===== src/rtl/fpu_ss_pkg.sv =====
// fpu_ss_pkg: shared types for the FPU subsystem writeback path.
//   FPU_SS_FLEN : data width carried by wb_entry_t (arbiter FLEN must match).
//   wb_entry_t  : one queued FPnew result (data, rd, rd_is_fp, id, fflags).
//   wb_src_e    : source selected for the FP register-file write port.
package fpu_ss_pkg;

   localparam int unsigned FPU_SS_FLEN = 32;

   typedef struct packed {
      logic [FPU_SS_FLEN-1:0] data;
      logic [4:0]             rd;
      logic                   rd_is_fp;
      logic [3:0]             id;
      logic [4:0]             fflags;
   } wb_entry_t;

   typedef enum logic [1:0] {
      WB_SRC_NONE,
      WB_SRC_MEM,
      WB_SRC_HEAD,
      WB_SRC_BYPASS
   } wb_src_e;

endpackage


===== src/rtl/fpu_ss_wb_fifo.sv =====
// fpu_ss_wb_fifo: DEPTH-entry FIFO of wb_entry_t (DEPTH a power of two, >= 2).
// Ports:
//   clk_i, rst_i   clock, asynchronous active-high reset (flushes contents)
//   push_i/data_i  write request and entry (ignored when full)
//   pop_i          remove head (ignored when empty)
//   data_o         current head entry
//   full_o/empty_o occupancy flags
//   count_o        occupancy, $clog2(DEPTH)+1 bits
module fpu_ss_wb_fifo
   import fpu_ss_pkg::*;
#(
   parameter int unsigned DEPTH = 2
) (
   input  logic                   clk_i,
   input  logic                   rst_i,
   input  logic                   push_i,
   input  wb_entry_t              data_i,
   input  logic                   pop_i,
   output wb_entry_t              data_o,
   output logic                   full_o,
   output logic                   empty_o,
   output logic [$clog2(DEPTH):0] count_o
);

   localparam int unsigned AW = $clog2(DEPTH);

   logic [AW-1:0] wptr_q, rptr_q;
   logic [AW:0]   count_q;
   wb_entry_t     mem_q [DEPTH];
   logic          push_en, pop_en;

   assign full_o  = (count_q == (AW+1)'(DEPTH));
   assign empty_o = (count_q == '0);
   assign count_o = count_q;
   assign data_o  = mem_q[rptr_q];
   assign push_en = push_i & ~full_o;
   assign pop_en  = pop_i & ~empty_o;

   // Pointers are AW bits wide, so increment wraps modulo DEPTH.
   always_ff @(posedge clk_i or posedge rst_i) begin
      if (rst_i) begin
         wptr_q  <= '0;
         rptr_q  <= '0;
         count_q <= '0;
      end else begin
         if (push_en) wptr_q <= wptr_q + 1'b1;
         if (pop_en)  rptr_q <= rptr_q + 1'b1;
         if (push_en && !pop_en)      count_q <= count_q + 1'b1;
         else if (pop_en && !push_en) count_q <= count_q - 1'b1;
      end
   end

   // Storage needs no reset: it is only observed through a non-empty head.
   always_ff @(posedge clk_i) begin
      if (push_en) mem_q[wptr_q] <= data_i;
   end

endmodule


===== src/rtl/fpu_ss_wb_arbiter.sv =====
// fpu_ss_wb_arbiter: shares the FP register-file write port between FPnew
// results and load responses, and routes integer-destination FPnew results
// to the core result channel. Loads always win the FPR port; a starvation
// counter raises mem_hold_o when an FP head is blocked STARVE_LIMIT cycles.
// Optional feature macro: FPU_SS_WB_BYPASS_EN (empty-FIFO same-cycle bypass).
// Ports:
//   clk_i, rst_i                  clock, asynchronous active-high reset
//   fpu_out_*                     FPnew result stream (valid/ready)
//   mem_rsp_*                     load responses (never stalled)
//   fpr_we_o/waddr_o/wdata_o      FP register-file write port
//   result_*                      integer result channel (valid/ready)
//   release_*                     one-cycle pulse per retired FPnew result
//   mem_hold_o                    stop issuing memory requests
//   busy_o                        skid FIFO not empty
module fpu_ss_wb_arbiter
   import fpu_ss_pkg::*;
#(
   parameter int unsigned FLEN         = FPU_SS_FLEN,
   parameter int unsigned XLEN         = 32,
   parameter int unsigned DEPTH        = 2,
   parameter int unsigned STARVE_LIMIT = 4
) (
   input  logic            clk_i,
   input  logic            rst_i,
   input  logic            fpu_out_valid_i,
   output logic            fpu_out_ready_o,
   input  logic [FLEN-1:0] fpu_out_data_i,
   input  logic [4:0]      fpu_out_rd_i,
   input  logic            fpu_out_rd_is_fp_i,
   input  logic [3:0]      fpu_out_id_i,
   input  logic [4:0]      fpu_out_fflags_i,
   input  logic            mem_rsp_valid_i,
   input  logic [FLEN-1:0] mem_rsp_data_i,
   input  logic [4:0]      mem_rsp_rd_i,
   output logic            fpr_we_o,
   output logic [4:0]      fpr_waddr_o,
   output logic [FLEN-1:0] fpr_wdata_o,
   output logic            result_valid_o,
   input  logic            result_ready_i,
   output logic [XLEN-1:0] result_data_o,
   output logic [4:0]      result_rd_o,
   output logic [3:0]      result_id_o,
   output logic [4:0]      result_fflags_o,
   output logic            release_valid_o,
   output logic [4:0]      release_rd_o,
   output logic            release_is_fp_o,
   output logic [3:0]      release_id_o,
   output logic            mem_hold_o,
   output logic            busy_o
);

   localparam int unsigned SW = $clog2(STARVE_LIMIT + 1);

   wb_entry_t             in_entry, head;
   logic                  full, empty;
   logic [$clog2(DEPTH):0] count;
   logic                  push, head_pop, head_fp, head_int, bypass;
   wb_src_e               fpr_src;
   logic [SW-1:0]         starve_q, starve_d;

   assign in_entry = '{data: fpu_out_data_i, rd: fpu_out_rd_i, rd_is_fp: fpu_out_rd_is_fp_i,
                       id: fpu_out_id_i, fflags: fpu_out_fflags_i};

   assign head_fp  = ~empty & head.rd_is_fp;
   assign head_int = ~empty & ~head.rd_is_fp;
   assign head_pop = (head_fp & ~mem_rsp_valid_i) | (head_int & result_ready_i);

`ifdef FPU_SS_WB_BYPASS_EN
   assign bypass = empty & fpu_out_valid_i &
                   (fpu_out_rd_is_fp_i ? ~mem_rsp_valid_i : result_ready_i);
`else
   assign bypass = 1'b0;
`endif

   // Ready is purely ~full; a same-cycle pop does not open a slot.
   assign fpu_out_ready_o = ~full;
   assign push            = fpu_out_valid_i & ~full & ~bypass;
   assign busy_o          = ~empty;
   assign mem_hold_o      = (starve_q == SW'(STARVE_LIMIT));

   fpu_ss_wb_fifo #(.DEPTH(DEPTH)) u_fifo (
      .clk_i   (clk_i),
      .rst_i   (rst_i),
      .push_i  (push),
      .data_i  (in_entry),
      .pop_i   (head_pop),
      .data_o  (head),
      .full_o  (full),
      .empty_o (empty),
      .count_o (count)
   );

   always_comb begin
      fpr_src = WB_SRC_NONE;
      if (mem_rsp_valid_i)                fpr_src = WB_SRC_MEM;
      else if (head_fp)                   fpr_src = WB_SRC_HEAD;
      else if (bypass && in_entry.rd_is_fp) fpr_src = WB_SRC_BYPASS;
   end

   always_comb begin
      fpr_we_o    = 1'b0;
      fpr_waddr_o = '0;
      fpr_wdata_o = '0;
      unique case (fpr_src)
         WB_SRC_MEM: begin
            fpr_we_o    = 1'b1;
            fpr_waddr_o = mem_rsp_rd_i;
            fpr_wdata_o = mem_rsp_data_i;
         end
         WB_SRC_HEAD: begin
            fpr_we_o    = 1'b1;
            fpr_waddr_o = head.rd;
            fpr_wdata_o = head.data;
         end
         WB_SRC_BYPASS: begin
            fpr_we_o    = 1'b1;
            fpr_waddr_o = in_entry.rd;
            fpr_wdata_o = in_entry.data;
         end
         default: ;
      endcase
   end

   always_comb begin
      result_valid_o  = 1'b0;
      result_data_o   = '0;
      result_rd_o     = '0;
      result_id_o     = '0;
      result_fflags_o = '0;
      if (head_int) begin
         result_valid_o  = 1'b1;
         result_data_o   = head.data[XLEN-1:0];
         result_rd_o     = head.rd;
         result_id_o     = head.id;
         result_fflags_o = head.fflags;
      end else if (bypass && !in_entry.rd_is_fp) begin
         result_valid_o  = 1'b1;
         result_data_o   = in_entry.data[XLEN-1:0];
         result_rd_o     = in_entry.rd;
         result_id_o     = in_entry.id;
         result_fflags_o = in_entry.fflags;
      end
   end

   always_comb begin
      release_valid_o = 1'b0;
      release_rd_o    = '0;
      release_is_fp_o = 1'b0;
      release_id_o    = '0;
      if (head_pop) begin
         release_valid_o = 1'b1;
         release_rd_o    = head.rd;
         release_is_fp_o = head.rd_is_fp;
         release_id_o    = head.id;
      end else if (bypass) begin
         release_valid_o = 1'b1;
         release_rd_o    = in_entry.rd;
         release_is_fp_o = in_entry.rd_is_fp;
         release_id_o    = in_entry.id;
      end
   end

   always_comb begin
      starve_d = starve_q;
      if (head_pop)
         starve_d = '0;
      else if (head_fp && mem_rsp_valid_i && !mem_hold_o)
         starve_d = starve_q + 1'b1;
   end

   always_ff @(posedge clk_i or posedge rst_i) begin
      if (rst_i) starve_q <= '0;
      else       starve_q <= starve_d;
   end

   logic unused_count;
   assign unused_count = ^count;

endmodule

===== config.mk =====
export PLATFORM = sky130hd
export DESIGN_NAME = fpu_ss_wb_arbiter
export DESIGN_NICKNAME = d
export VERILOG_FILES = /design/src/rtl/fpu_ss_pkg.sv /design/src/rtl/fpu_ss_wb_fifo.sv /design/src/rtl/fpu_ss_wb_arbiter.sv
export SDC_FILE = /design/constraint.sdc
export NUM_CORES = 1
export LEC_CHECK = 0
export CAP_MARGIN = 20
export CELL_PAD_IN_SITES_DETAIL_PLACEMENT = 0
export CELL_PAD_IN_SITES_GLOBAL_PLACEMENT = 1
export CORE_MARGIN = 2
export CORE_UTILIZATION = 36
export DETAILED_ROUTE_END_ITERATION = 10
export HOLD_SLACK_MARGIN = 0.12
export MAX_ROUTING_LAYER = met4
export PLACE_DENSITY = 0.91
export SETUP_SLACK_MARGIN = 0.5
export SYNTH_ARGS = -nofsm -noshare
export SYNTH_HDL_FRONTEND = slang
export SYNTH_SLANG_ARGS = --single-unit
export TNS_END_PERCENT = 20

===== constraint.sdc =====
create_clock -name clk_i -period 8.7 [get_ports clk_i]
set_clock_uncertainty 0.05 [all_clocks]
set_input_delay 0.87 -clock clk_i [delete_from_list [all_inputs] [get_ports clk_i]]
set_output_delay 0.87 -clock clk_i [all_outputs]
set_load 0.01 [all_outputs]

After elaboration in Yosys (flattened, before gate mapping)
Memories as Yosys holds them, arrays and structs flattened.
Cells that the tools add are included.

storage, ports and cells
  bits in registers = 7
  RAM bits = 94
  input port bits = 89
  output and inout port bits = 99
  word-level logic and storage cells = 58
  memories kept = 1

memory list
  memory        words  bits a word  read ports  clocked after memory_dff  wr ports  line                  source
  u_fifo.mem_q  2      47           1           0                         1         fpu_ss_wb_fifo.sv:29  wb_entry_t mem_q [DEPTH];

cells by class
  add/subtract/negate cells = 5
  equality and inequality tests = 5
  muxes and demuxes = 20
  bitwise operators = 12
  reductions and logical operators = 11

operator list
  operator               count
  $pmux W32 S3           1
  $mux W32               1
  $mux W5                3
  $pmux W5 S3            1
  $mux W2                4
  $mux W4                2
  $and A1 B1 Y1          7
  $eq A2 B2 Y1 const B   3
  $mux W1                6
  $mux W3                2
  $logic_and A1 B1 Y1    4
  $not A1 Y1             4
  $reduce_bool A2 Y1     2
  $add A3 B1 Y3 const B  1
  $eq A3 B3 Y1 const B   1
  $logic_not A1 Y1       3
  $reduce_or A3 Y1       1
  $add A1 B1 Y1 const B  2
  $add A2 B1 Y2 const B  1
  $eq A2 B1 Y1 const B   1
  $logic_not A2 Y1       1
  $sub A2 B1 Y2 const B  1
  $or A1 B1 Y1           1

Depth between registers and ports, before layout
  word-level depth = 9
  mapped depth = 8
  mapped depth without buffers = 7

Cells and area by module
A second synthesis with hierarchy kept.

second synthesis, totals
  cell total of the unflattened synthesis = 302
  area total of the unflattened synthesis = 4657.0 um^2

modules (own cells, without submodules)
  module             times used  cells each  area each (um^2)  sequential area each (um^2)
  fpu_ss_wb_fifo     1           166         3671.0            2922.8
  fpu_ss_wb_arbiter  1           136         985.9             75.1

Worst setup path after synthesis
Ideal clock, no wire load.

  kind = input -> register
  start = input port fpu_out_valid_i
  end = memory u_fifo.mem_q[0][0] (netlist bit), enable pin
  setup time = 452 ps
  arrival time = 2935 ps
  required time = 8198 ps
  slack = 5263 ps
  cell stages on the path = 2
  path buffers = 0
  cells stage by stage = nand2_1 nor2_1

on the way
  word-level cells in the longest chain between the ends = 4

RTL lines
  what                           line                     source
  from (decl)                    fpu_ss_wb_arbiter.sv:25  input logic fpu_out_valid_i,
  $and A1 B1 Y1                  fpu_ss_wb_arbiter.sv:77  assign push = fpu_out_valid_i & ~full & ~bypass;
  $and A1 B1 Y1                  fpu_ss_wb_fifo.sv:36     assign push_en = push_i & ~full_o;
  $mux W1                        fpu_ss_wb_fifo.sv:55     if (push_en) mem_q[wptr_q] <= data_i;
  $mux W1 (not written as such)  fpu_ss_wb_fifo.sv:55
  to (decl)                      fpu_ss_wb_fifo.sv:29

Every way passes these cells.

Worst setup path in the final report
  start = register u_fifo.rptr_q
  end = output port fpr_wdata_o[15]

on the way
  word-level cells in the longest chain between the ends = 6
  elaborated cells on any way between the ends = 8
  classes of those cells = eq/ne: 3; mux: 3; bitwise: 1; memory: 1

RTL lines
  what                                          line                      source
  from (decl)                                   fpu_ss_wb_fifo.sv:27      logic [AW-1:0] wptr_q, rptr_q;
  from (signal assigned)                        fpu_ss_wb_fifo.sv:47      if (pop_en) rptr_q <= rptr_q + 1'b1;
  $mem_v2 Z2 W47 *                              n/a
  $and A1 B1 Y1                                 fpu_ss_wb_arbiter.sv:64   assign head_fp = ~empty & head.rd_is_fp;
  $mux W2                                       fpu_ss_wb_arbiter.sv:96   else if (head_fp) fpr_src = WB_SRC_HEAD;
  $mux W2                                       fpu_ss_wb_arbiter.sv:95   if (mem_rsp_valid_i) fpr_src = WB_SRC_MEM;
  $eq A2 B2 Y1 or $eq A2 B1 Y1 (tied branches)  fpu_ss_wb_arbiter.sv:104  unique case (fpr_src)
  $pmux W32 S3 *                                fpu_ss_wb_arbiter.sv:104
  to (decl)                                     fpu_ss_wb_arbiter.sv:37   output logic [FLEN-1:0] fpr_wdata_o,

Every way passes the cells marked *; elsewhere a longest branch is shown, timed or not.

==> flow_summary_export.csv <==
group,metric,value,unit
synth,synth-seq-area-share,65.0,%
floorplanning,effective_utilization_at_floorplan,36.7,%
synth,synth_top_cell_area_share,61.2,%
clocking,cts.htree.levels,3,
synth,syn_inst_count,342,
setup_path,ff2ff_path_depth,7,
global_route,pin_count_of_the_biggest_net_entering_global_routing,81,
outcome,run_status,"complete, no violations",
sta,setup_repair_after_global_routing_missed_its_margin,"false",
sta,share_of_the_cycle_needed_by_the_critical_path_after_routing,48.6,%
setup_path,critical_path.startpoint_type,"flop",
floorplanning,die_y,117,um
clocking,post_cts_hold_buffer_count,0,
synth,synthTopCellsByArea,"sky130_fd_sc_hd__edfxtp_1 (61%), sky130_fd_sc_hd__mux2i_1 (10%), sky130_fd_sc_hd__nor2_1 (4.8%)",
detailed_routing,detailroute.via_count,3315,
synth,mappedNetlistArea,4610,um^2
setup_path,critical_path.cell_chain,"buf_4, mux2_4, nand2_2, o31ai_1, clkdlybuf4s50_1",
setup_path,worst-path-max-fanout,49,
setup_path,r2r_end,"u_fifo.count_o[1]",
setup_path,criticalPathCategory,"flop to primary output",
synth,synth_largest_area_cell,"sky130_fd_sc_hd__edfxtp_1",
synth,ys_seq_elements,101,
setup_path,r2r-start,"u_fifo.rptr_q",
synth,post_synth.cell_area_avg,13.5,um^2
final_layout,fin_nets,611,
detailed_routing,route.detailed.wl_per_inst,15.6,um
power,power_density,304,nW/um^2
clocking,cts_tree,"yes",
detailed_routing,drcViolationCount,0,
final_layout,synthToLayoutAreaGrowth,48.7,%
detailed_routing,vias_per_cell,4.76,
floorplanning,ios,188,
synth,synth.net_count,434,
final_layout,final_area,6860,um^2
clocking,cts_buffer_depth,2,
setup_path,worstSetupEndpointType,"primary output",
floorplanning,fp.dieW,117,um
sta,final_max_slew_viol_count,0,
clocking,clk_latency,0.33,ns
sta,timing.max_slew.rel_slack,39.7,%
sta,final.setup.tns,0,ns
floorplanning,core_area,12600,um^2
final_layout,finish.utilization,54.6,%
clocking,clk_transition_reported_paths,0.06,ns
placement,dpl_cell_area,6560,um^2
detailed_routing,totalWireLength,10.8,mm
global_route,grt_use_total,15.8,%
sta,final-setup-viol-count,0,
clocking,post-cts-setup-buffers,0,
floorplanning,floorplan.die_area,13700,um^2
final_layout,layout.cells.most_common,"sky130_fd_sc_hd__clkdlybuf4s50_1",
clocking,cts_sinks,101,
sta,timing.final.hold_violations,0,
synth,synth_cell_type_count,32,
sta,post-route-min-period,4.23,ns
synth,synth.yosys.warnings,0,
setup_path,arrival,3.31,ns
setup_path,worst_path_largest_cell_delay,0.66,ns
placement,finalWeightedCongestion,0.716,
setup_path,cp_slowest_cell,"sky130_fd_sc_hd__buf_4",
setup_path,worstPathRequired,7.78,ns
sta,worst_slew_pin_slew,0.902,ns
clocking,cts-buffers-inserted,9,
worst_hold_path,holdCritPathClass,"flop to flop",
clocking,cts.root.buffer_cell,"sky130_fd_sc_hd__clkbuf_16",
setup_path,crit_start,"u_fifo.rptr_q",
global_route,first_pass_grt_wire_length,16.1,mm
flow_run,timing.max_cap.violations,0,
clocking,cts_repair_resize_count,0,
sta,timing.fmax,237,MHz
global_route,gr-total-overflow,0,
final_layout,drive_gt1_share,7.44,%
power,leakage,0.00251,uW
setup_path,crit_end,"fpr_wdata_o[15]",
final_layout,layout.cells.most_common_list,"sky130_fd_sc_hd__clkdlybuf4s50_1 (186), sky130_fd_sc_hd__edfxtp_1 (94), sky130_fd_sc_hd__nor2_1 (58)",
placement,portBuffers,187,
floorplanning,std_cell_rows,41,
global_route,grt_pass1_vias,3306,
power,worst_ir_drop_vdd,0.197,mV
detailed_routing,route.antenna.remaining_nets,0,
placement,hpwl,7.54,mm
global_route,antenna_found_initial,1,
setup_path,register_to_register_path_setup_slack,6.07,ns
detailed_routing,drt_iter0_drc,103,
detailed_routing,drt_first_pass_iters,4,
==> registers in the layout (all words and copies together) (netlist names) <==
signal and flops:
starve_q 3, u_fifo.count_o 2, u_fifo.rptr_q 1, u_fifo.wptr_q 1, u_fifo.mem_q 94
==> layout make-up <==
class	count	area, um^2
Antenna cell	1	2.50
Clock buffer	9	225
Clock inverter	7	52.6
Fill cell	1071	5710
Inverter	7	26.3
Multi-Input combinational cell	209	1430
Sequential cell	101	3000
Tap cell	172	215
Timing Repair Buffer	191	1910
==> through the flow <==
| step | setup slack, ns | power [uW] | hold WS, ns | cells |
|---|---|---|---|---|
| 2_1_floorplan | 5.26 | 1290 | 0.411 | 342 |
| 3_3_place_gp | 4.78 | 1710 | 0.479 | 679 |
| 3_5_place_dp | 4.71 | 1730 | 0.487 | 679 |
| 4_1_cts | 4.35 | 2110 | 0.500 | 695 |
| 5_1_grt | 4.20 | 2210 | 0.531 | 697 |
| 6_report | 4.47 | 2080 | 0.497 | 697 |
==> worst min path at each step <==
| stage | from | to | slack [ns] | depth (start not counted) |
|---|---|---|---|---|
| 4_1_cts | u_fifo.wptr_q | u_fifo.wptr_q | 0.50 | 1 |
| 3_3_place_gp | u_fifo.wptr_q | u_fifo.wptr_q | 0.48 | 1 |
| 5_1_grt | u_fifo.count_o[1] | u_fifo.count_o[1] | 0.53 | 1 |
| 3_5_place_dp | u_fifo.wptr_q | u_fifo.wptr_q | 0.49 | 1 |
| 6_report | u_fifo.wptr_q | u_fifo.wptr_q | 0.50 | 1 |
| 2_1_floorplan | u_fifo.wptr_q | u_fifo.wptr_q | 0.41 | 1 |
==> cell families (layout without fill, tap and decap cells) <==
logic type	Yosys count	count (layout)	synth area share (%)
flops	101	101	65.0
simple gates	106	106	9.09
fa+ha+maj	3	3	0.814
buf+inv	32	214	4.31
other cells	0	1	0
mux	49	49	11.3
compound gates	46	46	8.55
xor+xnor	5	5	0.950
==> worst max-delay path: cells and delay by family, from the launching register on <==
kind	cells	cell delay [ns]
mux	1	0.33
simple gates	1	0.49
compound gates	1	0.52
flops	1	0.35
buf+inv	2	1.26
==> synthesized netlist by cell type (all sizes together) <==
cell type / count
mux2i: 48
nand2: 41
dfrtp: 7
clkbuf: 8
ha: 3
a31oi: 1
o21ba: 1
xnor2: 3
xor2: 2
edfxtp: 94
buf: 17
mux2: 1
a32o: 1
o31ai: 37
a22o: 1
and2: 1
inv: 7
a211o: 1
nor2: 59
o21a: 1
nor4b: 1
nand3b: 1
a21oi: 1
nand2b: 2
a211oi: 2
and3: 1
==> power by group <==
group	internal, uW	leakage [uW]	switching [uW]
logic	489	0.00141	521
registers	666	0.000959	37.0
clock network	198	0.000139	173
==> metal layers <==
metal | GRT usage [%] | routed length [um] | vias to the layer above
li1 | - | - | 1608
met1 | 18.4 | 4450 | 1576
met2 | 27.5 | 5570 | 119
met3 | 3.91 | 680 | 12
met4 | 4.16 | 151 | 0
met5 | - | 0 | -
(Power assumes the default switching activity.)
